[config.mk]
export PLATFORM = sky130hd
export DESIGN_NAME = axis_segmented_bram_writer
export DESIGN_NICKNAME = d
export VERILOG_FILES = /design/src/rtl/axis_segmented_bram_writer_pkg.sv /design/src/rtl/axis_segmented_bram_writer_bram_write_stage.sv /design/src/rtl/axis_segmented_bram_writer.sv
export SDC_FILE = /design/constraint.sdc
export NUM_CORES = 1
export LEC_CHECK = 0
export BUFFER_PORTS_ARGS = -buffer_cell sky130_fd_sc_hd__buf_2
export CAP_MARGIN = 10
export CORE_MARGIN = 3
export CORE_UTILIZATION = 45
export DETAILED_ROUTE_END_ITERATION = 7
export PLACE_DENSITY = 0.7
export SYNTH_ARGS = -nofsm -noshare
export SYNTH_HDL_FRONTEND = slang
export SYNTH_SLANG_ARGS = --single-unit
export TNS_END_PERCENT = 5
[constraint.sdc]
create_clock -name aclk -period 3.6 [get_ports aclk]
set_clock_uncertainty 0.2 [all_clocks]
set_input_delay 0.36 -clock aclk [delete_from_list [all_inputs] [get_ports aclk]]
set_output_delay 0.36 -clock aclk [all_outputs]
set_load 0.05 [all_outputs]
[src/rtl/axis_segmented_bram_writer_pkg.sv]
// ============================================================================
// Module      : axis_segmented_bram_writer_pkg
// Description : Shared types and helpers for the segmented BRAM stream writer.
// Revision    : 1.0 - initial release
// ============================================================================
`default_nettype none

package axis_segmented_bram_writer_pkg;

  typedef enum logic [1:0] {
    ST_IDLE = 2'd0,
    ST_RUN  = 2'd1,
    ST_DONE = 2'd2
  } state_t;

  // Byte-enable count for a given BRAM word width.
  function automatic int we_width(input int data_width);
    return data_width / 8;
  endfunction

endpackage

`default_nettype wire

[src/rtl/axis_segmented_bram_writer_bram_write_stage.sv]
// ============================================================================
// Module      : axis_segmented_bram_writer_bram_write_stage
// Description : Registered BRAM write port stage with base-offset address add.
// Revision    : 1.0 - initial release
// ============================================================================
`default_nettype none

module axis_segmented_bram_writer_bram_write_stage #(
  parameter int ADDR_WIDTH = 10,
  parameter int DATA_WIDTH = 32,
  parameter int WE_WIDTH   = 4
) (
  input  logic                  clk,
  input  logic                  rst_n,
  input  logic                  i_wr,
  input  logic [ADDR_WIDTH-1:0] i_base,
  input  logic [ADDR_WIDTH-1:0] i_addr,
  input  logic [DATA_WIDTH-1:0] i_data,
  output logic [ADDR_WIDTH-1:0] o_addr,
  output logic [DATA_WIDTH-1:0] o_data,
  output logic [WE_WIDTH-1:0]   o_we
);

  logic [ADDR_WIDTH-1:0] r_addr;
  logic [DATA_WIDTH-1:0] r_data;
  logic [WE_WIDTH-1:0]   r_we;

  // Address and data hold between writes; only the enables return to zero.
  always_ff @(posedge clk or negedge rst_n) begin
    if (!rst_n) begin
      r_addr <= '0;
      r_data <= '0;
      r_we   <= '0;
    end else begin
      r_we <= {WE_WIDTH{i_wr}};
      if (i_wr) begin
        r_addr <= i_base + i_addr;
        r_data <= i_data;
      end
    end
  end

  assign o_addr = r_addr;
  assign o_data = r_data;
  assign o_we   = r_we;

endmodule

`default_nettype wire

[src/rtl/axis_segmented_bram_writer.sv]
// ============================================================================
// Module      : axis_segmented_bram_writer
// Description : AXI-Stream to BRAM segment writer with optional double buffering.
// Revision    : 1.0 - initial release
// ============================================================================
`default_nettype none

module axis_segmented_bram_writer
  import axis_segmented_bram_writer_pkg::*;
#(
  parameter int    AXIS_TDATA_WIDTH = 32,
  parameter int    BRAM_DATA_WIDTH  = 32,
  parameter int    BRAM_ADDR_WIDTH  = 10,
  parameter string CONTINUOUS       = "FALSE"
) (
  input  logic                         aclk,
  input  logic                         aresetn,
  input  logic                         arm,
  input  logic [BRAM_ADDR_WIDTH-1:0]   cfg_start,
  input  logic [BRAM_ADDR_WIDTH-1:0]   cfg_end,
  input  logic [BRAM_ADDR_WIDTH-1:0]   buffer_offset,
  input  logic                         buffer_select,
  output logic [BRAM_ADDR_WIDTH-1:0]   sts_addr,
  output logic [BRAM_ADDR_WIDTH:0]     sts_count,
  output logic                         sts_error,
  output logic                         s_axis_tready,
  input  logic [AXIS_TDATA_WIDTH-1:0]  s_axis_tdata,
  input  logic                         s_axis_tvalid,
  input  logic                         s_axis_tlast,
  output logic                         m_axis_done_tvalid,
  input  logic                         m_axis_done_tready,
  output logic                         bram_porta_clk,
  output logic                         bram_porta_rst,
  output logic [BRAM_ADDR_WIDTH-1:0]   bram_porta_addr,
  output logic [BRAM_DATA_WIDTH-1:0]   bram_porta_wrdata,
  output logic [BRAM_DATA_WIDTH/8-1:0] bram_porta_we
);

  localparam int c_we_width   = we_width(BRAM_DATA_WIDTH);
  localparam bit c_continuous = (CONTINUOUS == "TRUE");

  state_t                     r_state;
  state_t                     w_state_nxt;
  logic [BRAM_ADDR_WIDTH-1:0] r_start;
  logic [BRAM_ADDR_WIDTH-1:0] r_end;
  logic [BRAM_ADDR_WIDTH-1:0] r_base;
  logic [BRAM_ADDR_WIDTH-1:0] r_addr;
  logic [BRAM_ADDR_WIDTH-1:0] r_addr_inc;
  logic [BRAM_ADDR_WIDTH:0]   r_count;
  logic                       r_error;

  logic w_tready;
  logic w_done_valid;
  logic w_beat;
  logic w_at_end;
  logic w_arm_ok;
  logic w_arm_bad;
  logic w_finish;
  logic w_short;

  assign w_arm_ok  = (r_state == ST_IDLE) && arm && (cfg_start <= cfg_end);
  assign w_arm_bad = (r_state == ST_IDLE) && arm && (cfg_start > cfg_end);
  assign w_beat    = s_axis_tvalid && w_tready;
  assign w_at_end  = (r_addr == r_end);
  assign w_finish  = !c_continuous && w_beat && w_at_end;
  assign w_short   = !c_continuous && w_beat && s_axis_tlast && !w_at_end;

  always_ff @(posedge aclk or negedge aresetn) begin
    if (!aresetn) r_state <= ST_IDLE;
    else          r_state <= w_state_nxt;
  end

  always_comb begin
    w_state_nxt = r_state;
    case (r_state)
      ST_IDLE: if (w_arm_ok)              w_state_nxt = ST_RUN;
      ST_RUN:  if (w_finish || w_short)   w_state_nxt = ST_DONE;
      ST_DONE: if (m_axis_done_tready)    w_state_nxt = ST_IDLE;
      default:                            w_state_nxt = ST_IDLE;
    endcase
  end

  always_comb begin
    w_tready     = 1'b0;
    w_done_valid = 1'b0;
    case (r_state)
      ST_RUN:  w_tready     = 1'b1;
      ST_DONE: w_done_valid = 1'b1;
      default: ;
    endcase
  end

  // r_addr_inc tracks r_addr+1 so the end compare and increment stay one level deep.
  always_ff @(posedge aclk or negedge aresetn) begin
    if (!aresetn) begin
      r_start    <= '0;
      r_end      <= '0;
      r_base     <= '0;
      r_addr     <= '0;
      r_addr_inc <= '0;
      r_count    <= '0;
      r_error    <= 1'b0;
    end else if (w_arm_ok) begin
      r_start    <= cfg_start;
      r_end      <= cfg_end;
      r_base     <= buffer_select ? buffer_offset : '0;
      r_addr     <= cfg_start;
      r_addr_inc <= cfg_start + 1'b1;
      r_count    <= '0;
      r_error    <= 1'b0;
    end else begin
      if (w_arm_bad) r_error <= 1'b1;
      if (w_beat) begin
        if (c_continuous && w_at_end) begin
          r_addr     <= r_start;
          r_addr_inc <= r_start + 1'b1;
        end else begin
          r_addr     <= r_addr_inc;
          r_addr_inc <= r_addr_inc + 1'b1;
        end
        if (r_count != '1) r_count <= r_count + 1'b1;
        if (w_short)       r_error <= 1'b1;
      end
    end
  end

  axis_segmented_bram_writer_bram_write_stage #(
    .ADDR_WIDTH (BRAM_ADDR_WIDTH),
    .DATA_WIDTH (BRAM_DATA_WIDTH),
    .WE_WIDTH   (c_we_width)
  ) u_write_stage (
    .clk    (aclk),
    .rst_n  (aresetn),
    .i_wr   (w_beat),
    .i_base (r_base),
    .i_addr (r_addr),
    .i_data (s_axis_tdata),
    .o_addr (bram_porta_addr),
    .o_data (bram_porta_wrdata),
    .o_we   (bram_porta_we)
  );

  assign s_axis_tready      = w_tready;
  assign m_axis_done_tvalid = w_done_valid;
  assign sts_addr           = r_addr;
  assign sts_count          = r_count;
  assign sts_error          = r_error;
  assign bram_porta_clk     = aclk;
  assign bram_porta_rst     = ~aresetn;

endmodule

`default_nettype wire

# Word level (Yosys, flattened, before mapping)
# Cells that the tools add are included.
classes:
  addsub: 4
  n_lt_le_gt_ge: 2
  n_eq_ne: 7
  muxes: 18
  n_bitwise: 1
  n_reduce_logical: 14
ops:
  columns: ["cell", "n"]
  rows:
  - ["$mux 10", 5]
  - ["$mux 11", 3]
  - ["$add 10x1->10 const B", 2]
  - ["$add 11x1->11 const B", 1]
  - ["$ne 11x11->1 const B", 1]
  - ["$add 10x10->10", 1]
  - ["$eq 10x10->1", 1]
  - ["$gt 10x10->1", 1]
  - ["$le 10x10->1", 1]
  - ["$logic_and 1x1->1", 7]
  - ["$mux 1", 6]
  - ["$mux 2", 3]
  - ["$ne 2x2->1 const B", 3]
  - ["$pmux 2 s3", 1]
  - ["$reduce_bool 2->1", 2]
  - ["$reduce_and 3->1", 1]
  - ["$eq 2x1->1 const B", 1]
  - ["$eq 2x2->1 const B", 1]
  - ["$logic_not 2->1", 1]
  - ["$reduce_and 2->1", 1]
  - ["$logic_not 1->1", 1]
  - ["$logic_or 1x1->1", 1]
  - ["$not 1->1", 1]
totals:
  reg_bits: 97
  input_bits: 69
  output_inout_bits: 72
  word_cells: 56

# Logic depth before layout (Yosys ltp)
# Gate-level depths: netlist (run 1).
logic_depth:
  word_depth: 8
  mapped_depth: 16
  ltp_nobuf: 14

# By module
# From an unflattened synthesis (run 1), not the netlist that was laid out.
hier_totals:
  hier_cells: 453
  hier_area_um2: 5112.4
by_module_without_submodules:
  columns: ["module", "instances", "cells_per_inst", "area_each_um2"]
  rows:
  - ["axis_segmented_bram_writer", 1, 302, 3115.5]
  - ["axis_segmented_bram_writer_bram_write_stage", 1, 151, 1996.9]

==> results.md, run 1 <==
- Outcome: finished clean
- Port Buffer Count: 140
- PnR worst setup slack: roughly 280 ps
- Number of inserted diodes: 0
- All-Layer GR Usage: 0.228
- Syn avg cell area: 8.80 um2
- Area growth, synth to finish: 32.4%
- Worst slew pin tran: ~780 ps
- Number of DRC markers in iteration 0: roughly 230
- # resized after CTS: 0
- # IOs: 141
- CTS tree: built
- Grt ovf: 0
- DRC Markers: 0
- Sequential power share: 0.326
- Routed length per instance: 15.5 um
- Reg clk slew, reported paths: 90 ps
- Largest net degree at the start of global routing: a little over 60
- Peak Freq: 301 MHz
- CP required: 3760 ps
- Tcrit/Tclk final: 0.923
- Worst R2R Start: r_state[1]$_DFFE_PN0P_
- Setup crit start: cfg_end[5]
- Antenna violations before repair: 0
- Post-synth EDFFs: 0
- Slew HR: 0.482
- Num rows: 37
- Post-DP HPWL: 9800 um
- Cell area after layout: 6640 um2
- Vias per cell: 5.18
- Placed Area: 5820 um2
- Final Wtd Congestion: 0.913
- Proportion of layout cells with a drive suffix above 1: 0.234
- Die X: approximately 110 um
- #FFs+latches synth: 97
- Slew Viols, Final: 0
- Crit path launch type: input port
- Layout Utilization: 0.626
- Routed wire length: 14000 um
- Crit Path Category: input port to register
- Post-Place Setup Slack: about 310 ps
- Pwr dens: 910 nW/um2
- Tmin final: 3320 ps
- Critical path fanouts, max: 9
- Sequential share of the synthesized area: 0.484
- First-pass GRT wire length: 23200 um
- Via count: 4668
- Setup violations, final: 0
- Die height: roughly 110 um
- Nets@finish: ~850
- Leak: 3.39 nW
- Cells after Synth: 570
- Final hold violation count: 0
- Most frequent cells in the layout: nand2_1 (178), buf_2 (139), dfrtp_1 (97)
- Pint: 2.91 mW
- Clock power share: 0.148
- Cell area after synthesis: 5020 um2
- Crit path DAT: 3480 ps
- Commonest non-fill, non-tap cell in the layout: nand2_1
- Switch share: 0.518
- Worst skew pair latency: 470 ps
- Vias in the first global route: just under 5000
- CP endpoint kind: register
- Syn nets: 661
- Warnings from Yosys: 0
- Max-Cap Viols: 0
- Die footprint: 12500 um2
- Main synth FF type: dfrtp_1
- HP Start: buffer_select
- Post-synthesis cell type count: 50
- Hold_ws: 17.5 ps
- Routed Antenna Nets: 0
- Async set-reset flop share out of synthesis: 1.00
- DR pass1 iterations: 5
- Initial core utilization: 0.473
- Psw: roughly 3.1 mW
- RSZ-0062 raised after global routing: false
- Combinational share of power: 0.526
- TNS Setup: 0 ps
- Worst vdd ir: 0.565 mV
- HP Class: input port to register
- Core area: between 10000 and 15000 um2
-- what timing repair did --
| item | CTS | global route |
|---|---|---|
| buffers inserted | 0 | 0 |
| hold endpoints to repair | 90 | 0 |
| endpoints found under the setup margin | 0 | 0 |
| hold buffers | 57 | 0 |
-- worst max-delay path, stage by stage --
cell and delay (ps):
dlygate4sd3_1 520, buf_2 90, inv_1 40, ha_1 320
nand4_2 150, a211oi_2 290, a2111oi_4 90, buf_4 170
nor2_4 220, nand2_1 90, nand2_1 90, ha_1 170
nand3_1 110, or4_4 430, a221oi_2 280, a211oi_2 50
-- logic make-up after synthesis --
| logic type | after synthesis | synth area share |
|---|---|---|
| AND/OR/NAND/NOR | 279 | 0.244 |
| flip-flops | 97 | 0.484 |
| AO/OA/AOI/OAI | 84 | 0.107 |
| buffers and inverters | 52 | 0.0449 |
| XOR/XNOR | 34 | 0.0594 |
| adder cells (fa/ha/maj) | 22 | 0.0564 |
| multiplexers | 2 | 0.00424 |
-- flip-flops by register name, summed over array words and instances, names as in the netlist --
name,flops
r_end,10
sts_count,11
sts_error,1
u_write_stage.o_addr,10
u_write_stage.o_data,32
r_base,10
r_state,2
u_write_stage.o_we,1
sts_addr,10
r_addr_inc,10
-- area by class of cell --
type / instances / area [um2]
repair buffers: 204 / 1330
inverters: 23 / 86.3
flip-flops and latches: 97 / 2430
multi-input cells: 421 / 2370
clock buffers: 14 / 184
well taps: 136 / 170
clock inverters: 6 / 72.6
fillers: 883 / 3960
-- path summary, 6_finish.rpt --
path | end | slack (ps) | depth (start not counted)
min reg2reg | u_write_stage.o_data[0]$_DFFE_PN0P_ | 280 | 2
max in group asynchronous | r_base[9]$_DFFE_PN0P_ | 1870 | 3
max reg2reg | r_addr_inc[8]$_DFFE_PN0P_ | 320 | 11
min | r_base[0]$_DFFE_PN0P_ | 20 | 3
min in group asynchronous | u_write_stage.o_data[10]$_DFFE_PN0P_ | 170 | 2
max | r_addr_inc[8]$_DFFE_PN0P_ | 280 | 16
-- per-stage QoR --
stage	power [mW]	cells
after floorplan	4.33	570
after global placement	5.07	825
after detailed placement	5.16	825
after CTS	6.07	901
after global routing	6.45	901
final	6.04	901
-- power groups by stage --
stage | registers [mW] | clock network, mW | logic, mW
after floorplan | 2.95 | 0.0599 | 1.32
after global placement | 1.96 | 0.0530 | 3.05
after detailed placement | 1.98 | 0.0530 | 3.13
after CTS | 1.96 | 0.921 | 3.19
after global routing | 2.03 | 0.965 | 3.45
final | 1.97 | 0.894 | 3.18
-- routing by layer --
metal	vias to the layer above	routed length, um	track usage
met3	34	645	0.0473
met4	0	440	0.0981
met2	153	6750	0.374
met5	-	0	0
met1	2202	6170	0.295
li1	2279	-	-
-- synth_stat cells, types with 3 or more instances --
cell type	number	area, um2
nand2_1	179	672
dfrtp_1	97	2430
o21ai_0	37	185
nor2_1	30	113
inv_1	23	86.3
nand3_1	22	110
ha_1	21	263
xnor2_1	19	166
xor2_1	15	131
a21oi_1	14	70.1
nand4_1	12	75.1
clkbuf_1	11	41.3
a31oi_1	8	50.1
buf_1	7	26.3
buf_2	6	30.0
nor3_1	5	25.0
buf_4	4	30.0
nor3b_1	4	30.0
o21a_1	4	30.0
a211oi_1	3	22.5
and2_1	3	18.8
and3_1	3	18.8
and4_1	3	26.3
nand2b_1	3	18.8
nand3b_1	3	22.5
o211ai_1	3	22.5
o31ai_1	3	22.5
Note: power is estimated with default switching activity, not from simulation.
==> run 2: changes to the inputs <==
- GPL_TIMING_DRIVEN: not set -> 0
- MAX_ROUTING_LAYER: not set -> met4
==> run 2 against run 1 <==
Against the previous run:
- final cell count increased by 2.4%
- utilization increased by 0.78 points
- non-clock buffer count increased by 22
- count of clock-buffer cells in the layout increased by 1
- critical path depth decreased by 4
- first-iteration DRC count increased by 66%
- design area increased by 1.2%
- worst hold slack improved by 5.0 ps
==> results.md, run 2 (same netlist as run 1, synthesis figures left out) <==
- Outcome: finished clean
- Final Wtd Congestion: 0.895 (-2.0%)
- Setup violations, final: 0 (unchanged)
- Num rows: 37 (unchanged)
- Routed Antenna Nets: 0 (unchanged)
- CTS tree: built
- # IOs: 141 (unchanged)
- Crit path launch type: register
- HP Start: cfg_start[6]
- Slew Viols, Final: 0 (unchanged)
- Pwr dens: 897 nW/um2 (-1.4%)
- Core area: 10600 um2 (unchanged)
- DRC Markers: 0 (unchanged)
- Peak Freq: 300 MHz (-0.17%)
- Max FFs per register: 32 (unchanged)
- Proportion of layout cells with a drive suffix above 1: 0.236 (+0.00235)
- Max-Cap Viols: 0 (unchanged)
- Worst skew pair latency: 480 ps (about the same)
- Tcrit/Tclk final: 0.925 (+0.00159)
- Worst vdd ir: 0.541 mV (-4.2%)
- All-Layer GR Usage: 0.245 (+0.0166)
- Routed length per instance: 15.7 um (+1.2%)
- Worst path max stage delay: 430 ps (-90 ps)
- DR pass1 iterations: 6 (+1)
- Port Buffer Count: 139 (-0.71%)
- CP required: 3760 ps (about the same)
- Most frequent cells in the layout: nand2_1 (179), buf_2 (144), dfrtp_1 (97)
- Vias per cell: 5.24 (+1.1%)
- Total power: 6.03 mW (-0.22%)
- Cell area after layout: 6720 um2 (+1.2%)
- Critical-path cell with the highest stage delay: nor3_2
- Fillers: 891 (+0.91%)
- Final hold violation count: 0 (unchanged)
- Setup crit start: r_state[1]$_DFFE_PN0P_
- CP endpoint kind: register
- Area growth, synth to finish: 34.0%
- Slew HR: 0.501 (+0.0190)
- Antenna violations before repair: 0 (unchanged)
- Largest net degree at the start of global routing: 56 (-9.7%)
- Cell Chain, Critical Path: nor3b_2 > nand3_1 > nor3_2 > or2_2 > buf_6 > nand2_1 > nand2_1 > ha_2 > nand3_1 > or4_4 > a221oi_2 > a211oi_2
- Leak: 3.44 nW (+1.4%)
- Critical path fanouts, max: 10 (+1)
- Reg clk slew, reported paths: 100 ps (about the same)
- Die height: 112 um (unchanged)
- Post-DP HPWL: 10300 um (+5.2%)
- Number of inserted diodes: 0 (unchanged)
- Via count: 4835 (+3.6%)
- Commonest non-fill, non-tap cell in the layout: nand2_1
- Crit Path Category: register to register
- Die X: 112 um (unchanged)
- Number of DRC markers in iteration 0: 384 (+66%)
- RSZ-0062 raised after global routing: false
- Nets@finish: 873 (+2.6%)
- Die footprint: 12500 um2 (unchanged)
- Placed Area: 5900 um2 (+1.5%)
- HP Class: input port to register
- Routed wire length: 14500 um (+3.7%)
- Hold_ws: 22.6 ps (+5.04 ps)
- Worst R2R Start: r_state[1]$_DFFE_PN0P_
- Grt ovf: 0 (unchanged)
- PnR worst setup slack: 271 ps (-5.73 ps)
- Tmin final: 3330 ps (+5.73 ps)
- Crit path DAT: 3490 ps (about the same)
- Vias in the first global route: 4874 (+1.4%)
- Worst slew pin tran: 748 ps (-28.5 ps)
- Post-Place Setup Slack: -605 ps (-918 ps)
- Initial core utilization: 0.473 (unchanged)
- First-pass GRT wire length: 24000 um (+3.5%)
run 2: timing repair:
item / 4_1_cts / 5_1_grt
buffers inserted: 0 / 2
pin swaps: 0 / 1
setup endpoints to repair: 1 / 1
hold buffers: 57 / 0
hold endpoints to repair: 108 / 0
resized for setup: 3 / 2
run 2: final timing paths:
path / to / slack (ps) / cells after the start
worst max-delay path: r_addr_inc[8]$_DFFE_PN0P_ / 270 / 12
worst min-delay path: sts_addr[6]$_DFFE_PN0P_ / 20 / 3
worst max register to register: r_addr_inc[8]$_DFFE_PN0P_ / 270 / 12
worst min register to register: u_write_stage.o_addr[0]$_DFFE_PN0P_ / 270 / 2
max in group asynchronous: r_base[9]$_DFFE_PN0P_ / 2220 / 3
min in group asynchronous: u_write_stage.o_data[7]$_DFFE_PN0P_ / 270 / 2
run 2: cell type report:
class                      instances  area [um2]  share of cell area
multi-input combinational        421        2380               0.353
timing repair buffer             198        1300               0.193
tap                              136         170              0.0253
inverter                          23        86.3              0.0128
sequential                        97        2430               0.361
buffer                            28         138              0.0205
clock buffer                      15         188              0.0279
clock inverter                     5        38.8             0.00577
run 2: stage by stage:
step                utilization  setup TNS (ps)  cells
finish                    0.634               0    923
floorplan                     -               0    570
global placement          0.555            -941    845
global route              0.634               0    923
CTS                       0.632               0    922
detailed placement        0.557           -1180    846
run 2: routing by layer:
metal	up-vias	part of all wire	GRT usage
li1	2324	-	-
met1	2278	0.43	0.313
met2	191	0.48	0.389
met3	42	0.051	0.0408
met4	0	0.034	0.101
met5	-	0	-
run 2: worst max-delay path, delay by kind of cell, from the launching register on:
kind / cells / cell delay, ps
compound gates: 2 / 330
simple gates: 8 / 1850
fa+ha+maj: 1 / 290
flops: 1 / 420
buf+inv: 1 / 140
run 2: where the power goes:
| part | switching, mW | leakage [nW] | internal, mW |
|---|---|---|---|
| Combinational | 2.28 | 2.11 | 0.948 |
| Clock | 0.456 | 0.121 | 0.367 |
| Sequential | 0.412 | 1.22 | 1.57 |
